==> src/rtl/proc_bus_pkg.sv <==
// Shared address-map constants for the processor memory/IO bridge.
// Pure definitions: no latency and no backpressure.
package proc_bus_pkg;

  typedef logic [3:0] region_t;
  typedef logic [1:0] tmr_off_t;

  localparam region_t REG_RAM = 4'h0;
  localparam region_t REG_LED = 4'h1;
  localparam region_t REG_SW  = 4'h3;
  localparam region_t REG_TMR = 4'h5;

  localparam tmr_off_t TMR_RELOAD = 2'd0;
  localparam tmr_off_t TMR_COUNT  = 2'd1;
  localparam tmr_off_t TMR_STATUS = 2'd2;

  typedef struct packed {
    logic run;
    logic expired;
  } tmr_status_t;

  function automatic region_t region_of(input logic [15:0] a);
    return a[15:12];
  endfunction

endpackage

==> src/rtl/io_timer.sv <==
// Auto-reloading down-counter with a sticky expiry flag; state updates on the edge.
// No backpressure: writes and clears are accepted every cycle.
module io_timer (
  input  logic        clk,
  input  logic        rst,
  input  logic        wr_reload,
  input  logic        clr_expired,
  input  logic [15:0] wdata,
  output logic [15:0] reload,
  output logic [15:0] count,
  output logic        run,
  output logic        expired
);

  logic [15:0] reload_q, reload_d;
  logic [15:0] count_q, count_d;
  logic        run_q, run_d;
  logic        expired_q, expired_d;

  always_comb begin
    reload_d  = reload_q;
    count_d   = count_q;
    run_d     = run_q;
    expired_d = expired_q;

    // Clear is applied before the expiry set so a same-cycle expiry wins.
    if (clr_expired) begin
      expired_d = 1'b0;
    end

    if (run_q) begin
      if (count_q == 16'd1) begin
        count_d   = reload_q;
        expired_d = 1'b1;
      end else begin
        count_d = count_q - 16'd1;
      end
    end

    // A reload write overrides everything, including a same-cycle expiry.
    if (wr_reload) begin
      reload_d  = wdata;
      count_d   = wdata;
      run_d     = (wdata != 16'd0);
      expired_d = 1'b0;
    end
  end

  always_ff @(posedge clk or posedge rst) begin
    if (rst) begin
      reload_q  <= 16'd0;
      count_q   <= 16'd0;
      run_q     <= 1'b0;
      expired_q <= 1'b0;
    end else begin
      reload_q  <= reload_d;
      count_q   <= count_d;
      run_q     <= run_d;
      expired_q <= expired_d;
    end
  end

  assign reload  = reload_q;
  assign count   = count_q;
  assign run     = run_q;
  assign expired = expired_q;

endmodule

==> src/rtl/proc_mem_io_bridge.sv <==
// Decodes processor addresses into RAM, LEDs, synchronised switches and a timer.
// Read data returns exactly 1 cycle after the address; no backpressure, writes take effect every w edge.
module proc_mem_io_bridge
  import proc_bus_pkg::*;
#(
  parameter int RAM_AW = 8,
  parameter int LED_W  = 10,
  parameter int SW_W   = 10
) (
  input  logic              clk,
  input  logic              reset,
  input  logic [15:0]       addr,
  input  logic [15:0]       dout,
  input  logic              w,
  output logic [15:0]       din,
  output logic [RAM_AW-1:0] mem_addr,
  output logic [15:0]       mem_wdata,
  output logic              mem_we,
  input  logic [15:0]       mem_rdata,
  input  logic [SW_W-1:0]   sw,
  output logic [LED_W-1:0]  led,
  output logic              timer_irq
);

  region_t  region;
  tmr_off_t tmr_off;
  logic     sel_tmr;

  logic [LED_W-1:0] led_q, led_d;
  logic [SW_W-1:0]  sw_meta_q, sw_sync_q;
  region_t          sel_q, sel_d;
  logic [15:0]      per_q, per_d;

  logic        tmr_wr_reload;
  logic        tmr_clr;
  logic [15:0] tmr_reload;
  logic [15:0] tmr_count;
  tmr_status_t tmr_status;

  logic unused_addr_bits;

  assign region  = region_of(addr);
  assign tmr_off = addr[1:0];
  assign sel_tmr = (region == REG_TMR);

  assign unused_addr_bits = ^addr[11:2];

  assign mem_addr  = addr[RAM_AW-1:0];
  assign mem_wdata = dout;
  assign mem_we    = w & (region == REG_RAM);

  assign tmr_wr_reload = w & sel_tmr & (tmr_off == TMR_RELOAD);
  assign tmr_clr       = w & sel_tmr & (tmr_off == TMR_STATUS) & dout[0];

  io_timer u_timer (
    .clk         (clk),
    .rst         (reset),
    .wr_reload   (tmr_wr_reload),
    .clr_expired (tmr_clr),
    .wdata       (dout),
    .reload      (tmr_reload),
    .count       (tmr_count),
    .run         (tmr_status.run),
    .expired     (tmr_status.expired)
  );

  always_comb begin
    led_d = led_q;
    if (w && (region == REG_LED)) begin
      led_d = dout[LED_W-1:0];
    end
  end

  // Peripheral word is sampled from current state so a write on the previous
  // edge is already visible to a back-to-back read.
  always_comb begin
    sel_d = region;
    per_d = 16'd0;
    unique case (region)
      REG_LED: per_d[LED_W-1:0] = led_q;
      REG_SW:  per_d[SW_W-1:0]  = sw_sync_q;
      REG_TMR: begin
        unique case (tmr_off)
          TMR_RELOAD: per_d = tmr_reload;
          TMR_COUNT:  per_d = tmr_count;
          TMR_STATUS: per_d = {14'd0, tmr_status};
          default:    per_d = 16'd0;
        endcase
      end
      default: per_d = 16'd0;
    endcase
  end

  always_ff @(posedge clk or posedge reset) begin
    if (reset) begin
      led_q     <= '0;
      sw_meta_q <= '0;
      sw_sync_q <= '0;
      sel_q     <= REG_RAM;
      per_q     <= 16'd0;
    end else begin
      led_q     <= led_d;
      sw_meta_q <= sw;
      sw_sync_q <= sw_meta_q;
      sel_q     <= sel_d;
      per_q     <= per_d;
    end
  end

  assign din       = (sel_q == REG_RAM) ? mem_rdata : per_q;
  assign led       = led_q;
  assign timer_irq = tmr_status.expired;

endmodule

==> config.mk <==
export PLATFORM = sky130hd
export DESIGN_NAME = proc_mem_io_bridge
export DESIGN_NICKNAME = d
export VERILOG_FILES = /design/src/rtl/proc_bus_pkg.sv /design/src/rtl/io_timer.sv /design/src/rtl/proc_mem_io_bridge.sv
export SDC_FILE = /design/constraint.sdc
export NUM_CORES = 1
export LEC_CHECK = 0
export BUFFER_PORTS_ARGS = -buffer_cell sky130_fd_sc_hd__buf_4
export CAP_MARGIN = 20
export CORE_ASPECT_RATIO = 1.25
export CORE_MARGIN = 4
export CORE_UTILIZATION = 46
export CTS_CLUSTER_SIZE = 40
export DETAILED_ROUTE_END_ITERATION = 16
export GPL_TIMING_DRIVEN = 0
export PLACE_DENSITY_LB_ADDON = 0.3
export SLEW_MARGIN = 20
export SYNTH_ARGS = -nofsm -noshare
export SYNTH_HDL_FRONTEND = slang
export SYNTH_SLANG_ARGS = --single-unit
export TNS_END_PERCENT = 100
==> constraint.sdc <==
create_clock -name clk -period 3.3 [get_ports clk]
set_input_delay 0.66 -clock clk [delete_from_list [all_inputs] [get_ports clk]]
set_output_delay 0.66 -clock clk [all_outputs]
set_load 0.005 [all_outputs]
## Word level (Yosys, flattened, before mapping)

Cells that the tools add are included.

- Flip-flop bits (word level): 84
- Output and inout port bits: 52
- Logic and storage cells: 38

- Add/sub/neg operators: 1
- Equal/unequal tests: 6
- Mux-type cells: 11
- Bitwise gates (word level): 5
- Reduce and logical (&&, ||, !) cells: 6

Operators by type and width:

| operator | number |
|---|---|
| 16-bit 2-to-1 mux | 4 |
| 16-bit case mux with 3 select lines | 1 |
| 10-bit case mux with 3 select lines | 1 |
| 16-bit by 1-bit == test with 1-bit output (second input constant) | 1 |
| 16-bit nonzero test | 1 |
| 16-bit by 1-bit subtractor with 16-bit output (second input constant) | 1 |
| 4-bit logical NOT | 2 |
| 6-bit 2-to-1 mux | 1 |
| 1-bit AND | 5 |
| 4-bit by 1-bit == test with 1-bit output (second input constant) | 1 |
| 4-bit by 2-bit == test with 1-bit output (second input constant) | 1 |
| 4-bit by 3-bit == test with 1-bit output (second input constant) | 1 |
| 1-bit 2-to-1 mux | 4 |
| 2-bit by 1-bit == test with 1-bit output (second input constant) | 1 |
| 2-bit == test (second input constant) | 1 |
| 2-bit logical NOT | 1 |
| 2-bit nonzero test | 1 |
| 1-bit logical AND | 1 |

## Logic depth before layout (Yosys ltp)

- Depth after elaboration: 8
- Depth in mapped cells: 7
- Mapped depth without buffers: 7

## Hierarchy

Synthesis repeated with hierarchy kept, for this count alone.

- Cell total of the unflattened synthesis: 348
- Area total of the unflattened synthesis: 4,127.7 um^2

By module, submodules not included:

| module | times used | cells each | area an instance (um^2) | sequential area each (um^2) |
|---|---|---|---|---|
| proc_mem_io_bridge | 1 | 164 | 2,225.9 | 1,251.2 |
| io_timer | 1 | 184 | 1,901.8 | 850.8 |

## Worst setup path after synthesis

Ideal clock, no wire load.

- Path type: register -> output
- From: reg sel_q[1]
- To: out din[10]
- Data arrival time: 1.575 ns
- Required time: 2.640 ns
- Path slack: 1.065 ns
- Cell stages (with the launch flop): 4
- Cells stage by stage: dfrtp_1 > nor4_2 > buf_2 > mux2_2

- Word-level cells in the longest chain between the ends: 2

Ends and longest elaborated chain:

| item | RTL line | RTL |
|---|---|---|
| start, declared | proc_mem_io_bridge.sv:31 | `region_t sel_q, sel_d;` |
| start signal, assigned | proc_mem_io_bridge.sv:105 | `sel_q <= sel_d;` |
| 4-bit logical NOT | proc_mem_io_bridge.sv:110 | `assign din = (sel_q == REG_RAM) ? mem_rdata : per_q;` |
| 16-bit 2-to-1 mux | proc_mem_io_bridge.sv:110 |  |
| end, declared | proc_mem_io_bridge.sv:15 | `output logic [15:0] din,` |

No other way between the ends.

## Final worst setup path

- From: reg sel_q[1]
- To: out din[14]

Same word-level chain as after synthesis.

==> reports/metrics.csv <==
metric,value,unit
yosysTopAreaCellShare,51.6,%
ant_nets,0,
netlist_area,4070,sq um
final_nets,545,
vdd_drop_max,286,uV
wl_per_cell,16.9,um
crit_fanout,10,
cts_buffers,9,
cp.required,2.64,ns
antenna_found_initial,0,
row_count,38,
die_h,113,um
worst_setup_path_start_kind,flop,
clkLatencyLatePin,0.37,ns
synth_cell_types,50,
p_per_area,585,nW/um^2
drv_slew,0,
first_pass_iters,5,
layout.area.seq,2100,sq um
tightest_slew,1.13,ns
avgSynthCellArea,11.0,sq um
min_period,2.92,ns
final_cell_mix,"127 x buf_4, 84 x dfrtp_1, 60 x nand2_1, 26 x mux2_2, 23 x nor2_1",
pre_cts_ws,0.387,ns
crit_arrival,2.26,ns
final_common_cell,buf_4,
place.gp.congestion,0.931,
setup_viol_count_final,0,
clk_pin_slew,0.08,ns
fin_util,60.5,%
syn_to_final_growth,28.5,%
syn_nets,432,
multiInputGateArea,1690,sq um
yosysSeqAreaShare,51.6,%
clock_sinks,84,
num_vias,3256,
maxCapViolations,0,
synth_flop_cell,dfrtp_1,
skew,0.0127,ns
die_x,92.2,um
p_leak,2.48,nW
cts_setup_buffers,0,
status,completed,
drt_iter0_markers,206,
htreeDepth,3,
rsz0062_at_grt,no,
cts_root_buffer,clkbuf_8,
viasPerCell,5.36,
grt_remaining_overflow,0,
initial_core_util,47.1,%
fillerInstances,772,
grt_pass1_wl,16.8,mm
hold_viol,0,
netlist_instances,369,
num_antenna_cells,0,
grt_max_degree,45,
slew_headroom,24.2,%
cts_buffer_depth,2,
drcViolationCount,0,
yosys_warnings,0,
finalCritPeriodShare,88.6,%
fmax,342,MHz
die-area,10400,sq um
end_kind,output pin,
drt-total-wl,10.2,mm
grtUsageTotal,20.9,%
cts_tree,yes,
fin_ws,0.377,ns
dp_hpwl,7.54,mm
synth_top_area_cell,dfrtp_1,
core,8650,sq um
hold_path_class,primary input to async pin,
synthTopCellsByArea,"dfrtp_1 52%, mux2_2 7.2%, nand2_1 5.5%",
io_pins,113,
port_buffers,101,
ys_ff_latch,84,
async_reset_ff_share,100,%
grt_pass1_vias,3266,
synth_edf_count,0,
path_class,flop to output pin,
drive_above_1_share,38.8,%
## flip-flops by register name, indices dropped and copies added (netlist names)
register and count:
u_timer.run 1, sel_q 4, per_q 16, u_timer.reload 16, led 10, u_timer.expired 1, u_timer.count 16, sw_sync_q 10
sw_meta_q 10
## final timing paths
| path | start | end | slack [ns] | depth (start not counted) |
|---|---|---|---|---|
| min in group clk | sw_meta_q[2]$_DFF_PP0_ | sw_sync_q[2]$_DFF_PP0_ | 0.34 | 0 |
| min | reset | sw_meta_q[4]$_DFF_PP0_ | 0.33 | 2 |
| max in group asynchronous | reset | u_timer.reload[15]$_DFFE_PP0P_ | 2.36 | 3 |
| max reg2reg | u_timer.count[13]$_DFFE_PP0P_ | u_timer.count[11]$_DFFE_PP0P_ | 1.13 | 6 |
| max | sel_q[1]$_DFF_PP0_ | din[14] | 0.38 | 4 |
| min reg2reg | sw_meta_q[2]$_DFF_PP0_ | sw_sync_q[2]$_DFF_PP0_ | 0.34 | 0 |
## synthesized netlist by cell type, types with 2 or more instances
master	instances
a21o_1	2
a21oi_1	2
a22oi_1	22
a31oi_1	2
buf_2	3
buf_4	26
buf_6	3
clkbuf_1	9
dfrtp_1	84
ha_1	2
inv_1	4
mux2_2	26
mux2i_1	18
nand2_1	60
nand3_1	3
nand4_1	2
nor2_1	23
nor2b_1	2
nor3_1	5
nor4_1	6
nor4_4	2
o211ai_1	10
o21ai_0	14
or2_2	2
xnor2_1	6
xor2_1	7
## stage by stage
step / setup TNS (ns) / instance area (sq um) / hold WS (ns) / total power, mW / cells
global placement: -36.69 / 4980 / 0.331 / 2.25 / 590
detailed placement: 0 / 5000 / 0.335 / 2.28 / 591
global route: 0 / 5230 / 0.354 / 3.25 / 607
finish: 0 / 5230 / 0.334 / 3.06 / 607
floorplan: 0 / 4070 / 0.331 / 1.96 / 369
CTS: 0 / 5230 / 0.348 / 3.08 / 607
## cells by family after synthesis
kind of cell | Yosys count | share of synthesized area [%]
xor+xnor | 13 | 2.80
flops | 84 | 51.6
compound gates | 60 | 10.6
simple gates | 121 | 15.6
buf+inv | 45 | 7.19
fa+ha+maj | 2 | 0.614
mux | 44 | 11.6
## layer usage
layer	vias up	wire, um	track usage (%)
met5	-	0	0
met4	0	221	9.81
met3	18	633	3.79
met2	134	5140	35.0
met1	1599	4260	26.3
li1	1505	-	-
## critical path: stages, from the launching register on
cell and delay, ns:
dfrtp_1 0.40, nor4_4 0.64, buf_2 0.36, mux2_2 0.36, buf_4 0.13
## power breakdown
group	switching (mW)	total, mW	internal, mW
Sequential	0.196	1.39	1.19
Combinational	0.439	0.876	0.437
Clock	0.365	0.796	0.431
Total	1.00	3.06	2.06
## repair_timing
| item | CTS | global route |
|---|---|---|
| gates resized for setup | 1 | 0 |
| hold buffers | 0 | 0 |
| endpoints found under the setup margin | 10 | 0 |
## layout make-up
cell class / instances / area share (%)
flip-flops and latches: 84 / 40.2
multi-input cells: 240 / 32.2
repair buffers: 102 / 14.9
plain buffers: 41 / 5.31
clock buffers: 13 / 3.42
well taps: 120 / 2.87
clock inverters: 3 / 0.813
inverters: 4 / 0.335
Note: power is estimated with default switching activity, not from simulation.
